$ cat src/rtl/frame_deserializer.sv
`default_nettype none
// ============================================================================
// Module   : frame_deserializer
// Purpose  : Serial-to-parallel frame receiver (start/cmd/addr/data/[parity]/
//            stop) with start/stop/parity checking and a FWFT output FIFO.
// Options  : `FRAME_DESER_PARITY_EN adds an even-parity bit to every frame.
// Revision : 1.0 - initial release
// ============================================================================
module frame_deserializer #(
  parameter int CMD_WIDTH  = 2,
  parameter int ADDR_WIDTH = 14,
  parameter int DATA_WIDTH = 8,
  parameter int FIFO_DEPTH = 4   // power of two, >= 2
) (
  input  logic                  clk_i,
  input  logic                  rst_i,
  input  logic                  sdata_i,
  input  logic                  sclk_i,
  input  logic                  svalid_i,
  output logic                  m_valid_o,
  input  logic                  m_ready_i,
  output logic [CMD_WIDTH-1:0]  m_cmd_o,
  output logic [ADDR_WIDTH-1:0] m_addr_o,
  output logic [DATA_WIDTH-1:0] m_data_o,
  output logic                  m_parity_err_o,
  output logic                  m_frame_err_o,
  output logic                  abort_o,
  output logic                  overrun_o
);

`ifdef FRAME_DESER_PARITY_EN
  localparam int c_PAR = 1;
`else
  localparam int c_PAR = 0;
`endif
  localparam int c_FW   = CMD_WIDTH + ADDR_WIDTH + DATA_WIDTH + 2 + c_PAR;
  localparam int c_SW   = c_FW - 1;
  localparam int c_CW   = $clog2(c_FW);
  localparam int c_EW   = CMD_WIDTH + ADDR_WIDTH + DATA_WIDTH + 2;
  localparam int c_PW   = $clog2(FIFO_DEPTH);
  localparam int c_CNTW = c_PW + 1;

  // --------------------------------------------------------------------------
  // Input synchronizers and sclk rising-edge strobe
  // --------------------------------------------------------------------------
  logic r_sclk_m, r_sclk_s, r_sclk_d;
  logic r_sdata_m, r_sdata_s;
  logic r_svalid_m, r_svalid_s;
  logic r_sample, r_bit;

  always_ff @(posedge clk_i) begin
    if (rst_i) begin
      r_sclk_m   <= 1'b0;
      r_sclk_s   <= 1'b0;
      r_sclk_d   <= 1'b0;
      r_sdata_m  <= 1'b0;
      r_sdata_s  <= 1'b0;
      r_svalid_m <= 1'b0;
      r_svalid_s <= 1'b0;
      r_sample   <= 1'b0;
      r_bit      <= 1'b0;
    end else begin
      r_sclk_m   <= sclk_i;
      r_sclk_s   <= r_sclk_m;
      r_sclk_d   <= r_sclk_s;
      r_sdata_m  <= sdata_i;
      r_sdata_s  <= r_sdata_m;
      r_svalid_m <= svalid_i;
      r_svalid_s <= r_svalid_m;
      // Strobe and captured bit are registered together so they stay aligned.
      r_sample   <= r_sclk_s & ~r_sclk_d;
      r_bit      <= r_sdata_s;
    end
  end

  // --------------------------------------------------------------------------
  // Receive FSM
  // --------------------------------------------------------------------------
  typedef enum logic [1:0] {
    S_IDLE  = 2'd0,
    S_SHIFT = 2'd1,
    S_CHECK = 2'd2
  } state_t;

  state_t            r_state, w_state_nxt;
  logic [c_SW-1:0]   r_shift, w_shift_nxt;
  logic [c_CW-1:0]   r_bitcnt, w_bitcnt_nxt;
  logic              w_abort;
  logic              w_push_req;
  logic              r_abort;
  logic              r_overrun;

  always_ff @(posedge clk_i) begin
    if (rst_i) begin
      r_state  <= S_IDLE;
      r_shift  <= '0;
      r_bitcnt <= '0;
      r_abort  <= 1'b0;
    end else begin
      r_state  <= w_state_nxt;
      r_shift  <= w_shift_nxt;
      r_bitcnt <= w_bitcnt_nxt;
      r_abort  <= w_abort;
    end
  end

  always_comb begin
    w_state_nxt  = r_state;
    w_shift_nxt  = r_shift;
    w_bitcnt_nxt = r_bitcnt;
    w_abort      = 1'b0;
    w_push_req   = 1'b0;
    case (r_state)
      S_IDLE: begin
        // Zero bits seen here are idle fill; only a 1 with svalid starts a frame.
        if (r_sample && r_svalid_s && r_bit) begin
          w_state_nxt  = S_SHIFT;
          w_shift_nxt  = '0;
          w_bitcnt_nxt = c_CW'(c_FW - 2);
        end
      end
      S_SHIFT: begin
        if (!r_svalid_s) begin
          w_state_nxt  = S_IDLE;
          w_shift_nxt  = '0;
          w_bitcnt_nxt = '0;
          w_abort      = 1'b1;
        end else if (r_sample) begin
          w_shift_nxt = {r_shift[c_SW-2:0], r_bit};
          if (r_bitcnt == '0) begin
            w_state_nxt = S_CHECK;
          end else begin
            w_bitcnt_nxt = r_bitcnt - c_CW'(1);
          end
        end
      end
      S_CHECK: begin
        w_push_req  = 1'b1;
        w_state_nxt = S_IDLE;
      end
      default: begin
        w_state_nxt = S_IDLE;
      end
    endcase
  end

  // --------------------------------------------------------------------------
  // Field split and error checks (shift register = {cmd, addr, data, [par], stop})
  // --------------------------------------------------------------------------
  logic [CMD_WIDTH-1:0]  w_cmd;
  logic [ADDR_WIDTH-1:0] w_addr;
  logic [DATA_WIDTH-1:0] w_data;
  logic                  w_frame_err;
  logic                  w_parity_err;

  assign w_frame_err = r_shift[0];
  assign w_data      = r_shift[c_PAR + 1 +: DATA_WIDTH];
  assign w_addr      = r_shift[c_PAR + 1 + DATA_WIDTH +: ADDR_WIDTH];
  assign w_cmd       = r_shift[c_PAR + 1 + DATA_WIDTH + ADDR_WIDTH +: CMD_WIDTH];

`ifdef FRAME_DESER_PARITY_EN
  assign w_parity_err = (^{w_cmd, w_addr, w_data}) ^ r_shift[1];
`else
  assign w_parity_err = 1'b0;
`endif

  // --------------------------------------------------------------------------
  // Output FIFO (first-word fall-through)
  // --------------------------------------------------------------------------
  logic [c_EW-1:0]   r_mem [FIFO_DEPTH];
  logic [c_PW-1:0]   r_wr_ptr, r_rd_ptr;
  logic [c_CNTW-1:0] r_count;
  logic              w_full;
  logic              w_pop;
  logic              w_push;
  logic              w_overrun;

  assign w_full    = (r_count == c_CNTW'(FIFO_DEPTH));
  assign m_valid_o = (r_count != '0);
  assign w_pop     = m_valid_o && m_ready_i;
  // A pop in the same cycle frees the slot, so a full FIFO can still accept.
  assign w_push    = w_push_req && (!w_full || w_pop);
  assign w_overrun = w_push_req && !w_push;

  always_ff @(posedge clk_i) begin
    if (w_push) begin
      r_mem[r_wr_ptr] <= {w_cmd, w_addr, w_data, w_parity_err, w_frame_err};
    end
  end

  always_ff @(posedge clk_i) begin
    if (rst_i) begin
      r_wr_ptr  <= '0;
      r_rd_ptr  <= '0;
      r_count   <= '0;
      r_overrun <= 1'b0;
    end else begin
      r_overrun <= w_overrun;
      if (w_push) begin
        r_wr_ptr <= r_wr_ptr + c_PW'(1);
      end
      if (w_pop) begin
        r_rd_ptr <= r_rd_ptr + c_PW'(1);
      end
      case ({w_push, w_pop})
        2'b10:   r_count <= r_count + c_CNTW'(1);
        2'b01:   r_count <= r_count - c_CNTW'(1);
        default: r_count <= r_count;
      endcase
    end
  end

  // Head fields read as zero while empty so reset/idle outputs are clean.
  assign {m_cmd_o, m_addr_o, m_data_o, m_parity_err_o, m_frame_err_o} =
      m_valid_o ? r_mem[r_rd_ptr] : '0;

  assign abort_o   = r_abort;
  assign overrun_o = r_overrun;

endmodule
`default_nettype wire

$ cat config.mk
export PLATFORM = sky130hd
export DESIGN_NAME = frame_deserializer
export DESIGN_NICKNAME = d
export VERILOG_FILES = /design/src/rtl/frame_deserializer.sv
export SDC_FILE = /design/constraint.sdc
export NUM_CORES = 1
export LEC_CHECK = 0
export CAP_MARGIN = 20
export CORE_MARGIN = 2
export CORE_UTILIZATION = 55
export CTS_BUF_LIST = sky130_fd_sc_hd__clkbuf_4 sky130_fd_sc_hd__clkbuf_8 sky130_fd_sc_hd__clkbuf_16
export DETAILED_ROUTE_END_ITERATION = 10
export DONT_BUFFER_PORTS = 1
export PLACE_DENSITY = 0.7
export REMOVE_ABC_BUFFERS = 1
export SYNTH_ARGS = -nofsm -noshare
export SYNTH_HDL_FRONTEND = slang
export SYNTH_SLANG_ARGS = --single-unit
$ cat constraint.sdc
create_clock -name clk_i -period 2.6 [get_ports clk_i]
set_input_delay 0.26 -clock clk_i [delete_from_list [all_inputs] [get_ports clk_i]]
set_output_delay 0.26 -clock clk_i [all_outputs]
set_load 0.05 [all_outputs]
==> qor.yml, run 1 <==
clk_latency_ps: 510
cellLeakagePower_uw: 0.00225
clockBufferDepth: 2
min_from: "m_ready_i"
synthFlopType: "edfxtp_1"
slew_viol_final: 0
async_flop_share: 0
hold_class: "in2reg"
synth_top_cell_by_area: "edfxtp_1"
design_area_um2: 6920
ys.warnings.count: 0
diodes: 0
die-area_um2: 11600
post_cts_buffers: 0
final_util: 0.667
layout-drive-gt1-share: 0.221
grt_usage: 0.197
cts_tree: "built"
grt_pass1_vias: 3318
instances_no_fill: 593
portBuffers: 0
yosysSeqAreaShare: 0.684
end_kind: "output pin"
cp-start-kind: "flip-flop"
power.density_nw_per_um2: 729
period_share: 0.874
overflow: 0
worstPathRequired_ps: 2340
status: "complete, no violations"
seqCellArea_um2: 4050
remaining_drc_errors: 0
setup_viol: 0
post_dp_cell_area_um2: 6240
tightestPinTransition_ps: 938
cts_inserted_buffers: 17
core-area_um2: 10400
n_fill_cell: 740
drtAntennaViolNets: 0
multi_input_area_um2: 1710
maxCapViolCount: 0
syn_inst: 408
rsz0062_at_grt: "false"
die_h_um: 108
slew_headroom: 0.372
clock-sinks: 152
yosys.area.top_type_share: 0.508
path_class: "reg2out"
clk_pin_slew_ps: 60
dr_total_vias: 3284
root_buffer: "clkbuf_8"
timing.setup.tns_ps: 0
dp_cells: 555
synth-seq-cells: 152
netlist_area_um2: 5910
avgRoutedWirePerCell_um: 17.2
grt_max_degree: 29
yosys-top-cells-area: "edfxtp_1, dfxtp_1, mux4_2"
syn_to_final_growth_pct: 17.1
routed_via_density: 5.54
period_needed_ps: 2270
wirelength_um: 10200
crit_arrival_ps: 2010
dpl.hpwl_um: 5510
h-tree-depth: 4
crit_fanout: 25
drtPass1Iterations: 5
ios: 35
layout.nets: 456
synth_edf_count: 100
fin_skew_ps: 5.52
synthDistinctLibCells: 45
crit-reg2reg-launch: "r_state[0]"
max_freq_ghz: 0.440
initial_core_util: 0.570
fp-row-count: 37
grt_pass1_wl_um: 16600
die_w_um: 108
p_total_uw: 5040
drt-initial-drc-count: 133
postSynthAreaPerCell_um2: 14.5
grt_antenna_before_repair: 0
irDropWorstVdd_mv: 0.457
gp_congestion: 0.762
final_hold_viol_count: 0
==> cell type report <==
class / instances / share of cell area
flip-flops and latches: 152 / 0.585
multi-input cells: 222 / 0.247
clock buffers: 27 / 0.0819
repair buffers: 42 / 0.0495
well taps: 136 / 0.0246
clock inverters: 5 / 0.00741
inverters: 9 / 0.00488
==> where the power goes <==
part           switching [uW]  total (uW)  internal (uW)
Combinational            22.9        36.0           13.1
Clock                     881        2450           1570
Sequential               4.03        2550           2550
Total                     908        5040           4130
==> cells by family after synthesis <==
logic type                 count (synthesis)  synth area share
adders and majority gates                  6            0.0140
and+or+nand+nor                          129             0.113
DFF                                      152             0.684
xor gates and xnor gates                   5           0.00741
other                                      1          0.000634
buffers and inverters                     34            0.0267
muxes                                     26            0.0972
AOI/OAI and AO/OA                         55            0.0574
==> critical path, cell delays in order, from the launching register on <==
cell and delay (ps):
dfxtp_2 340, buf_12 230, mux4_2 540, and2_1 190, buf_4 190
==> flip-flops by register name, summed over array words and instances, names as in the netlist, 2 cells and up, named ones only <==
register  flops
r_bitcnt      5
r_count       3
r_mem       100
r_rd_ptr      2
r_shift      25
r_state       2
r_wr_ptr      2
==> per-stage QoR <==
step           hold WS (ps)  setup slack (ps)
4_1_cts                10.5               292
3_5_place_dp            330               489
6_report               29.1               329
5_1_grt                39.9               229
3_3_place_gp            331               548
2_1_floorplan           329               164
==> cells in the final DEF, fill, tap and decap left out, types with 2 or more instances in the layout <==
cell             n
a21o_1           2
a21oi_1         35
and2_1          30
buf_4           35
clkbuf_16       19
clkbuf_4         3
clkbuf_8         5
clkinv_2         3
dfxtp_1         51
dlygate4sd3_1    6
edfxtp_1       100
ha_1             5
inv_1            9
mux4_2          25
nand2_1         56
nand2b_1         2
nand3_1          4
nand3b_1         2
nor2_1           7
nor2b_1         11
nor3_1           3
nor4_1           2
nor4b_1          3
o2111a_1         2
o21ai_0          7
or3_1            2
xnor2_1          3
xor2_1           2
==> cells in the mapped netlist (2+ instances only) <==
cell type and n:
nor4b_1 3, dfxtp_1 52, ha_1 5, o2111a_1 2, buf_4 5, nor4_1 2, or3_1 2, edfxtp_1 100
xnor2_1 3, clkbuf_1 10, a21oi_1 35, nor2_1 7, nand2b_1 2, o21ai_0 7, nand3b_1 2, nor2b_1 11
xor2_1 2, mux4_2 25, nand2_1 56, nor3_1 3, a21o_1 2, and2_1 30, buf_2 9, nand3_1 4
inv_1 9
==> repair_timing <==
action / CTS / global route
hold buffers: 6 / 0
gates resized for setup: 0 / 0
hold endpoints to repair: 28 / 0
setup endpoints to repair: 0 / 0
==> metal layers <==
layer  track usage  wire, um  vias up
met3        0.0460       451       15
met2         0.326      5360       83
met4         0.103       205        0
met1         0.240      4160     1625
met5             0         0        -
li1              -         -     1561
==> path summary, 6_finish.rpt <==
check / end / slack, ps / cells after the start
worst max-delay path: m_data_o[6] / 330 / 4
worst min-delay path: r_count[0] / 30 / 3
worst max register to register: r_count[2] / 440 / 7
worst min register to register: r_sample / 400 / 1
Power figures use the tool's default switching activity.
==> run 2, diff against run 1 <==
Settings changed: HOLD_SLACK_MARGIN from default to 0.03.
==> qor.yml, run 2 (synthesis gave the netlist of run 1 again) <==
die_w_um: 108
clockBufferDepth: 2
hold_depth: 3
dpl.hpwl_um: 5510
timing.setup.tns_ps: 0
largest_reg_flops: 100
mostFrequentLayoutCells: "edfxtp_1, nand2_1, dfxtp_1, a21oi_1, buf_4"
drtPass1Iterations: 5
cellLeakagePower_uw: 0.00225
clk_latency_ps: 520
layout_commonest_cell: "edfxtp_1"
crit_arrival_ps: 2010
h-tree-depth: 4
grt_pass1_vias: 3317
multi_input_area_um2: 1710
status: "complete, no violations"
rsz0062_at_grt: "false"
worstRegToRegCells: 7
gp_congestion: 0.762
post_cts_buffers: 0
slew_headroom: 0.365
dr_total_vias: 3268
p_clk_frac: 0.487
maxCapViolCount: 0
wl_met2_um: 5350
drtAntennaViolNets: 0
setup_viol: 0
power.switching_uw: 909
grt_max_degree: 29
grt_pass1_wl_um: 16600
period_needed_ps: 2270
n_fill_cell: 740
power_frac_seq: 0.506
crit_fanout: 25
clk_pin_slew_ps: 60
syn_to_final_growth_pct: 17.1
cts_tree: "built"
path_class: "reg2out"
fp-row-count: 37
met1_length_um: 4140
core-area_um2: 10400
drt-initial-drc-count: 181
tightestPinTransition_ps: 950
worstPathRequired_ps: 2340
layout.nets: 456
regMostFlops: "r_mem"
worst_hold_path.endpoint: "r_count[2]"
hold_class: "in2reg"
grt_usage: 0.197
final_util: 0.667
initial_core_util: 0.570
end_kind: "output pin"
power.density_nw_per_um2: 729
cts_inserted_buffers: 17
portBuffers: 0
layout-drive-gt1-share: 0.221
final_hold_viol_count: 0
irDropWorstVdd_mv: 0.457
r2r_slack_ps: 440
routed.top_layer: "met4"
slew_viol_final: 0
cp-start-kind: "flip-flop"
power_frac_comb: 0.007
wirelength_um: 10200
clock-sinks: 152
root_buffer: "clkbuf_8"
p_sw_frac: 0.180
overflow: 0
reg2reg_to: "r_count[2]"
avgRoutedWirePerCell_um: 17.1
intPower_uw: 4130
crit-reg2reg-launch: "r_state[0]"
fin_skew_ps: 8.30
seqCellArea_um2: 4050
remaining_drc_errors: 0
period_share: 0.873
wl_met3_um: 458
die_h_um: 108
reg.largest.list: "r_mem x100, r_shift x25, r_bitcnt x5"
diodes: 0
routed_via_density: 5.51
grt_antenna_before_repair: 0
max_freq_ghz: 0.441
min_from: "m_ready_i"
die-area_um2: 11600
ios: 35
run 2: cell counts in the layout (fill, tap and decap cells not counted):
Identical to the previous run, type by type.
run 2: critical path, stage by stage (launching register included):
cell and delay, ps:
dfxtp_2 340, buf_12 230, mux4_2 540, and2_1 190
buf_4 190
run 2: repair_timing:
action | in CTS | in global routing
hold endpoints to repair | 28 | 0
resized for setup | 0 | 0
hold buffers | 6 | 0
run 2: per-layer routing:
metal / track usage / up-vias
met1: 0.241 / 1604
li1: - / 1565
met3: 0.0460 / 15
met4: 0.103 / 0
met5: 0 / -
met2: 0.326 / 84
run 2: worst max path at each step:
| stage | from | endpoint | slack [ps] | cells past startpoint |
|---|---|---|---|---|
| global route | r_count[0] | m_frame_err_o | 230 | 4 |
| detailed placement | r_state[0] | r_count[2] | 490 | 7 |
| CTS | flip-flop | m_data_o[6] | 290 | 4 |
| floorplan | r_count[0] | r_count[2] | 160 | 7 |
| finish | flip-flop | m_data_o[1] | 330 | 4 |
| global placement | r_state[0] | r_count[2] | 550 | 7 |
run 2: through the flow:
step	hold slack [ps]	total power [uW]	worst slack, ps	cell area [um^2]	cells
after floorplan	329	2620	164	5790	383
after global placement	331	2630	548	6240	555
after detailed placement	330	2630	489	6240	555
after CTS	56.4	5080	292	6920	593
after global routing	97.3	5190	229	6920	593
final	85.3	5040	331	6920	593
run 2: layout make-up:
type,instances,share of cell area
sequential,152,0.585
inverter,9,0.00488
clock buffer,27,0.0819
clock inverter,5,0.00741
multi-input combinational,222,0.247
tap,136,0.0246
timing repair buffer,42,0.0495
run 2: power groups by stage:
| stage | logic [uW] | clock network, uW | registers (uW) |
|---|---|---|---|
| finish | 36.7 | 2450 | 2550 |
| global route | 40.4 | 2600 | 2550 |
| CTS | 36.8 | 2490 | 2550 |
| detailed placement | 23.5 | 0 | 2600 |
| global placement | 23.1 | 0 | 2600 |
| floorplan | 17.3 | 0 | 2600 |
